### config.mk
export PLATFORM = sky130hd
export DESIGN_NAME = mac_window_collector
export DESIGN_NICKNAME = d
export VERILOG_FILES = /design/src/rtl/mac_window_collector.sv
export SDC_FILE = /design/constraint.sdc
export NUM_CORES = 1
export LEC_CHECK = 0
export CORE_UTILIZATION = 45
export DETAILED_ROUTE_END_ITERATION = 6
export GPL_TIMING_DRIVEN = 0
export SYNTH_ARGS = -nofsm -noshare
export SYNTH_HDL_FRONTEND = slang
export SYNTH_SLANG_ARGS = --single-unit
### constraint.sdc
create_clock -name clk -period 6.37 [get_ports clk]
set_clock_uncertainty 0.05 [all_clocks]
set_input_delay 0.637 -clock clk [delete_from_list [all_inputs] [get_ports clk]]
set_output_delay 0.637 -clock clk [all_outputs]
set_load 0.03 [all_outputs]
### src/rtl/mac_window_collector.sv
// mac_window_collector: groups valid MAC acc samples into windows of WIN
// samples and computes the window maximum and the count of samples at or
// above a threshold. One record per window is queued in a DEPTH-entry FIFO
// and read out over a valid/ready handshake.
// Optional feature macro: MAC_WINDOW_SUM_EN adds a saturating window sum.
// Without it, out_sum is tied to 0.
//
// state   | meaning
// S_IDLE  | no window open; next valid sample starts one
// S_COLLECT | window open; counting samples until WIN reached
module mac_window_collector #(
  parameter int ACC_W = 20,
  parameter int WIN   = 8,
  parameter int DEPTH = 4,
  parameter int CNT_W = 8
) (
  input  logic                     clk,
  input  logic                     rst,
  input  logic [ACC_W-1:0]         acc_in,
  input  logic                     acc_valid,
  input  logic [ACC_W-1:0]         thr_in,
  input  logic                     thr_load,
  output logic                     out_valid,
  input  logic                     out_ready,
  output logic [ACC_W-1:0]         out_max,
  output logic [CNT_W-1:0]         out_hits,
  output logic [ACC_W-1:0]         out_sum,
  output logic                     overflow,
  output logic [$clog2(DEPTH):0]   fill
);

  localparam int AW = $clog2(DEPTH);
  localparam logic [7:0] LAST = 8'(WIN - 1);
  localparam logic [AW:0] FULL = (AW + 1)'(DEPTH);
  localparam logic [AW:0] ONE  = (AW + 1)'(1);

  typedef enum logic {S_IDLE, S_COLLECT} state_t;

  state_t r_state, w_state_nxt;
  logic   w_first, w_close;

  logic [7:0]       r_cnt;
  logic [ACC_W-1:0] r_max, r_thr_shadow, r_thr_active;
  logic [CNT_W-1:0] r_hits;

  logic [ACC_W-1:0] w_thr_new, w_thr_use, w_max_nxt;
  logic [CNT_W-1:0] w_hits_nxt;
  logic             w_hit;

  logic [ACC_W-1:0] r_mem_max  [DEPTH];
  logic [CNT_W-1:0] r_mem_hits [DEPTH];
  logic [AW-1:0]    r_wr_ptr, r_rd_ptr;
  logic [AW:0]      r_fill;
  logic             r_overflow;
  logic             w_pop, w_full, w_wr_en;

`ifdef MAC_WINDOW_SUM_EN
  logic [ACC_W-1:0] r_sum;
  logic [ACC_W-1:0] r_mem_sum [DEPTH];
  logic [ACC_W:0]   w_sum_wide;
  logic [ACC_W-1:0] w_sum_nxt;
`endif

  // State register.
  always_ff @(posedge clk or posedge rst) begin
    if (rst) r_state <= S_IDLE;
    else     r_state <= w_state_nxt;
  end

  // Next state: open a window on the first sample, close it on sample WIN.
  always_comb begin
    w_state_nxt = r_state;
    w_first     = 1'b0;
    w_close     = 1'b0;
    case (r_state)
      S_IDLE: begin
        if (acc_valid) begin
          w_first     = 1'b1;
          w_state_nxt = S_COLLECT;
        end
      end
      S_COLLECT: begin
        if (acc_valid && (r_cnt == LAST)) begin
          w_close     = 1'b1;
          w_state_nxt = S_IDLE;
        end
      end
      default: w_state_nxt = S_IDLE;
    endcase
  end

  // A load on the opening sample bypasses the shadow so it applies immediately.
  assign w_thr_new  = thr_load ? thr_in : r_thr_shadow;
  assign w_thr_use  = w_first ? w_thr_new : r_thr_active;
  assign w_hit      = (acc_in >= w_thr_use);
  assign w_max_nxt  = (w_first || (acc_in > r_max)) ? acc_in : r_max;
  assign w_hits_nxt = (w_first ? '0 : r_hits) + {{(CNT_W-1){1'b0}}, w_hit};

`ifdef MAC_WINDOW_SUM_EN
  assign w_sum_wide = {1'b0, (w_first ? '0 : r_sum)} + {1'b0, acc_in};
  assign w_sum_nxt  = w_sum_wide[ACC_W] ? '1 : w_sum_wide[ACC_W-1:0];

  // Running saturating sum of the open window.
  always_ff @(posedge clk or posedge rst) begin
    if (rst)            r_sum <= '0;
    else if (acc_valid) r_sum <= w_sum_nxt;
  end
`endif

  // Window accumulators, sample counter and threshold registers.
  always_ff @(posedge clk or posedge rst) begin
    if (rst) begin
      r_cnt        <= '0;
      r_max        <= '0;
      r_hits       <= '0;
      r_thr_shadow <= '0;
      r_thr_active <= '0;
    end else begin
      if (thr_load) r_thr_shadow <= thr_in;
      if (w_first)  r_thr_active <= w_thr_new;
      if (acc_valid) begin
        r_max  <= w_max_nxt;
        r_hits <= w_hits_nxt;
        if (w_close)      r_cnt <= '0;
        else if (w_first) r_cnt <= 8'd1;
        else              r_cnt <= r_cnt + 8'd1;
      end
    end
  end

  assign w_pop   = out_valid && out_ready;
  assign w_full  = (r_fill == FULL);
  // When full, a same-cycle pop frees the slot the write lands in.
  assign w_wr_en = w_close && (!w_full || w_pop);

  // FIFO pointers, occupancy and sticky drop flag.
  always_ff @(posedge clk or posedge rst) begin
    if (rst) begin
      r_wr_ptr   <= '0;
      r_rd_ptr   <= '0;
      r_fill     <= '0;
      r_overflow <= 1'b0;
    end else begin
      if (w_wr_en) r_wr_ptr <= r_wr_ptr + AW'(1);
      if (w_pop)   r_rd_ptr <= r_rd_ptr + AW'(1);
      if (w_wr_en && !w_pop)      r_fill <= r_fill + ONE;
      else if (!w_wr_en && w_pop) r_fill <= r_fill - ONE;
      if (w_close && w_full && !w_pop) r_overflow <= 1'b1;
    end
  end

  // Record storage; contents are only observed through a valid head.
  always_ff @(posedge clk) begin
    if (w_wr_en) begin
      r_mem_max[r_wr_ptr]  <= w_max_nxt;
      r_mem_hits[r_wr_ptr] <= w_hits_nxt;
`ifdef MAC_WINDOW_SUM_EN
      r_mem_sum[r_wr_ptr]  <= w_sum_nxt;
`endif
    end
  end

  assign out_valid = (r_fill != '0);
  assign fill      = r_fill;
  assign overflow  = r_overflow;
  assign out_max   = out_valid ? r_mem_max[r_rd_ptr]  : '0;
  assign out_hits  = out_valid ? r_mem_hits[r_rd_ptr] : '0;
`ifdef MAC_WINDOW_SUM_EN
  assign out_sum   = out_valid ? r_mem_sum[r_rd_ptr]  : '0;
`else
  assign out_sum   = '0;
`endif

endmodule

* Yosys cells after proc, flatten, opt, wreduce, memory -nomap -nowiden *
Memories as Yosys holds them, arrays and structs flattened.
Index checks and enable logic that the tools add are counted.

word-level totals
  memory bits (read-only) = 0
  input bits = 45
  word-level logic and storage cells = 55
  memories = 2
  RAM bits = 112
  output and inout bits = 53
  flip-flop bits (word level) = 85
  bits in latches = 0

memory list
  memory      depth  width  rd ports  clocked after Yosys merged registers in  write ports  RTL line  source
  r_mem_max   4      20     1         0                                        1            50        logic [ACC_W-1:0] r_mem_max [DEPTH];
  r_mem_hits  4      8      1         0                                        1            51        logic [CNT_W-1:0] r_mem_hits [DEPTH];

cells by class
  mux-type cells = 18
  div/mod/pow operators = 0
  bitwise logic cells = 1
  $add $sub $neg = 6
  equal/unequal tests = 2
  magnitude comparators = 2
  reductions and logical operators = 14
  multipliers = 0
  shifts and indexed selects = 0

operators by type and width
  operator               number
  $mux W20               4
  $mux W8                4
  $ge A20 B20 Y1         1
  $gt A20 B20 Y1         1
  $add A8 B1 Y8          1
  $add A8 B1 Y8 const B  1
  $eq A8 B3 Y1 const B   1
  $logic_and A1 B1 Y1    7
  $mux W1                7
  $mux W3                2
  $add A2 B1 Y2 const B  2
  $add A3 B1 Y3 const B  1
  $eq A3 B3 Y1 const B   1
  $logic_not A1 Y1       3
  $reduce_bool A3 Y1     1
  $sub A3 B1 Y3 const B  1
  $logic_or A1 B1 Y1     2
  $pmux W1 S2            1
  $reduce_bool A2 Y1     1
  $not A1 Y1             1

* Logic depth before layout (Yosys ltp) *
  depth in word-level cells = 9
  gate-level depth with buffers = 18
  depth with buffers taken out = 16

* Least setup slack after synthesis *
Ideal clock, no wire load.

  path kind = input -> register
  from = input port thr_load
  to = register r_hits[6]
  setup time = 0.125 ns
  data arrival time = 3.820 ns
  cell stages on the path = 17
  path slack = 2.376 ns
  buffers on the path = 1
  data required time = 6.195 ns
  cell sequence = clkbuf_1 mux2i_1 inv_1 a21boi_0 ha_1 a21o_1 a21o_1 a21o_1 a41o_1 a31o_2 ha_1 ha_1 nand3_1 nor2_1 xnor2_1 nor2_1 mux2_2

on the way
  longest elaborated chain between the ends = 4

ends and longest elaborated chain
  element                  RTL line  source
  from (decl)              22        input logic thr_load,
  $mux W20                 --
  named net w_thr_new[9]   46        logic [ACC_W-1:0] w_thr_new, w_thr_use, w_max_nxt;
  $mux W20                 --
  $ge A20 B20 Y1           95        assign w_hit = (acc_in >= w_thr_use);
  $add A8 B1 Y8            97        assign w_hits_nxt = (w_first ? '0 : r_hits) + {{(CNT_W-1){1'b0}}, w_hit};
  named net w_hits_nxt[6]  47        logic [CNT_W-1:0] w_hits_nxt;
  to (signal assigned)     123       r_hits <= w_hits_nxt;
  to (decl)                44        logic [CNT_W-1:0] r_hits;

The timed path passes the listed nets, and every way through them passes these cells.
A chain may end at the register's enable or synchronous reset.

* Final worst setup path *
  from = input port acc_valid
  to = register r_hits[6]

on the way
  longest elaborated chain between the ends = 5
  elaborated cells between the ends (all ways) = 6
  classes of those cells = add/sub: 1; order compare: 1; mux: 4

ends and longest elaborated chain
  element                  RTL line  source
  from (decl)              20        input logic acc_valid,
  $mux W1 (*)              77        if (acc_valid) begin
  $mux W1 (*)              75        case (r_state)
  $mux W20                 --
  $ge A20 B20 Y1           95
  $add A8 B1 Y8 (*)        97
  named net w_hits_nxt[6]  47

The timed path passes the listed nets; every way through them passes the cells marked *.

==> reports/results.txt <==
Lkg Pwr: 5.387 nW
pin count of the biggest net entering global routing: 53
first-pass GRT wire length: 40340 um
global route overflow: 0
minimum clock period: 5.112 ns
Max VDD drop: 0.2081 mV
PortBufs: 76
Post-DRT Antenna Nets: 0
CP arrival: 5.44 ns
synth warn: 0
Clock transition at path regs: 0.08 ns
kind of critical path: input port to register
Crit path top cell by count: ha_1
CP Max Fanout: 10
pwr/cell area: 441.3 nW/um^2
initial antenna violation count: 0
layout cells sized above 1: 0.1068
Std-Cell Core Area: 22920 um^2
area of the multi-input gates: 4573 um^2
relative slew slack: 0.4729
status: complete, no violations
routed wire length per instance: 18.41 um
Seq. cell area: 5490 um^2
dpl cells: 1348
Post-route DRC: 0
sequential share of the synthesized area: 0.5150
routed via count: 7513
final net count: 1148
H-tree levels: 4
Tightest Hold Check Type: register to register
synth unique cells: 48
Layout area overhead: 17.45%
die width: 155.9 um
fillers: 2030
die height: 155.9 um
Cells after Synth: 939
Startpoint Class: input port
unrepaired setup endpoints after global routing: no
DP Wirelength: 18720 um
CP required: 6.70 ns
register bit total from synthesis: 197
MaxCap Viol Count: 0
Synth Area per Inst: 11.35 um^2
CP max stage delay: 0.57 ns
gp weighted congestion: 0.9140
Setup Fix Bufs, Post-CTS: 0
Post-synth top flop: edfxtp_1
Cell Area, Synth: 10660 um^2
Tcrit/Tclk final: 0.8026
slew of the pin with the lowest slew margin: 0.7906 ns
Slew Viols, Final: 0
FP Rows: 55
endpoint class of the critical path: register
endpoints failing setup: 0
Clock Path Buffers: 2
all-layer global routing usage: 0.2207
drt initial violations: 497
Sink Count: 197
drt total wl: 25400 um
post_cts resized: 0
CTS root buf: clkbuf_16
number of synthesized flops with an enable pin: 112
Die Area: 24310 um^2
clock latency on the worst-skew pair: 0.44 ns
DR pass1 iterations: 5
Fin. Hold Viols: 0
fmax: 195.6 MHz
TritonCTS buffer count: 17
fin cells: 1380
cell accounting for the most synthesized area: edfxtp_1
vias in the first global route: 7251
worst path cell trace: clkdlybuf4s50_1, nor2b_1, clkbuf_1, clkbuf_1, a21boi_0, ha_1, a21o_1, a21o_1, a21oi_1, o311ai_0, a31o_2, ha_1, ha_1, nand3_1, nor2_1, xnor2_1, nor2_1, mux2_2
Initial Utilization: 0.4652
flop2flop setup slack: 1.62 ns
drt via density: 5.444
CTS tree: built
share of the synthesized area in the top cell type: 0.3155
num ports: 98
Pwr Total: 5.526 mW
FFs w/ async S/R, synth: 0.4315
slowest CP cell: clkbuf_1
top post-synthesis cells by area: edfxtp_1 32%, dfrtp_1 20%, mux4_2 5.9%, ha_1 5.6%, nand2_1 3.3%
hold buffers post-CTS: 0
# diodes: 0
total negative slack: 0 ns
==> Yosys cell counts, drive strengths merged, types with 8 or more instances <==
library cell,instances
xor2,8
a41o,21
mux2i,19
dfrtp,85
o211ai,22
nand3,47
ha,48
xnor2,9
mux4,28
and2,54
or4,41
a21boi,20
nor2,22
clkbuf,55
a221oi,20
nand4,9
o21ai,26
a31oi,20
inv,67
buf,33
nand2,95
edfxtp,112
mux2,10
a21o,11
a21oi,31
==> where the power goes <==
group / switching (mW) / internal (mW)
clock network: 0.552 / 0.534
registers: 0.187 / 1.74
logic: 1.47 / 1.05
==> registers in the layout, summed over array words and instances, names as in the netlist <==
register and cells:
r_thr_active 20, overflow 1, r_rd_ptr 2, r_thr_shadow 20
r_state 1, fill 3, r_wr_ptr 2, r_mem_hits 32
r_mem_max 80, r_hits 8, r_cnt 8, r_max 20
==> final cells by class <==
cell class,count,area share
Tap cell,313,0.03128
Inverter,67,0.02028
Clock inverter,15,0.01409
Sequential cell,197,0.4384
Clock buffer,17,0.03397
Timing Repair Buffer,77,0.06295
Multi-Input combinational cell,606,0.3652
Buffer,88,0.03377
==> final timing paths <==
kind / end / from / depth (start not counted)
max in group asynchronous: r_hits[2]$_DFFE_PP0P_ / rst / 3
min in group asynchronous: r_thr_shadow[15]$_DFF_PP0_ / rst / 2
setup / recovery: r_hits[6]$_DFFE_PP0P_ / acc_valid / 18
setup reg to reg: r_hits[6]$_DFFE_PP0P_ / r_state$_DFF_PP0_ / 17
hold reg to reg: r_thr_active[0]$_DFF_PP0_ / r_thr_active[0]$_DFF_PP0_ / 2
hold / removal: r_thr_active[0]$_DFF_PP0_ / r_thr_active[0]$_DFF_PP0_ / 2
==> metrics by stage <==
stage               cell area (um^2)    util  worst slack (ns)  hold slack, ns
finish                         12520  0.5464             1.258          0.4272
global route                   12520  0.5464             1.004          0.4442
CTS                            12520  0.5464             1.247          0.4276
global placement               11890  0.5186            0.8144          0.4042
detailed placement             11920  0.5202            0.8037          0.4094
floorplan                      10730       -             2.376          0.3893
==> per-layer routing <==
layer,routed length [um],global-route usage,up-vias
met5,0,0,-
met4,284,0.05369,0
met3,1070,0.03194,22
met2,11890,0.3512,208
met1,12160,0.3181,3610
li1,-,-,3673
==> cells in the final DEF (no fill, tap or decap), types with 26 or more instances in the layout <==
cell and instances:
mux4_2 28, and2_1 50, nand3_1 47, inv_1 66, ha_1 48, o21ai_0 26
clkdlybuf4s50_1 76, clkbuf_1 55, edfxtp_1 112, or4_1 41, a21oi_1 31, nand2_1 95
dfrtp_1 85
==> worst max-delay path, delay by kind of cell <==
family                     cells  cell delay [ns]
xor gates and xnor gates       1             0.12
adders and majority gates      3             0.70
and+or+nand+nor                4             0.95
buffers and inverters          3             1.54
muxes                          1             0.24
AOI/OAI and AO/OA              6             1.26
==> cell families after synthesis <==
family                   share of synthesized area
other                                    0.0003517
XOR/XNOR                                   0.01397
AND/OR/NAND/NOR                             0.1386
buffers and inverters                      0.06326
flip-flops                                  0.5150
AO/OA/AOI/OAI                               0.1231
multiplexers                               0.08755
adder cells (fa/ha/maj)                    0.05821
No activity file was read; power rests on OpenSTA's default activity.
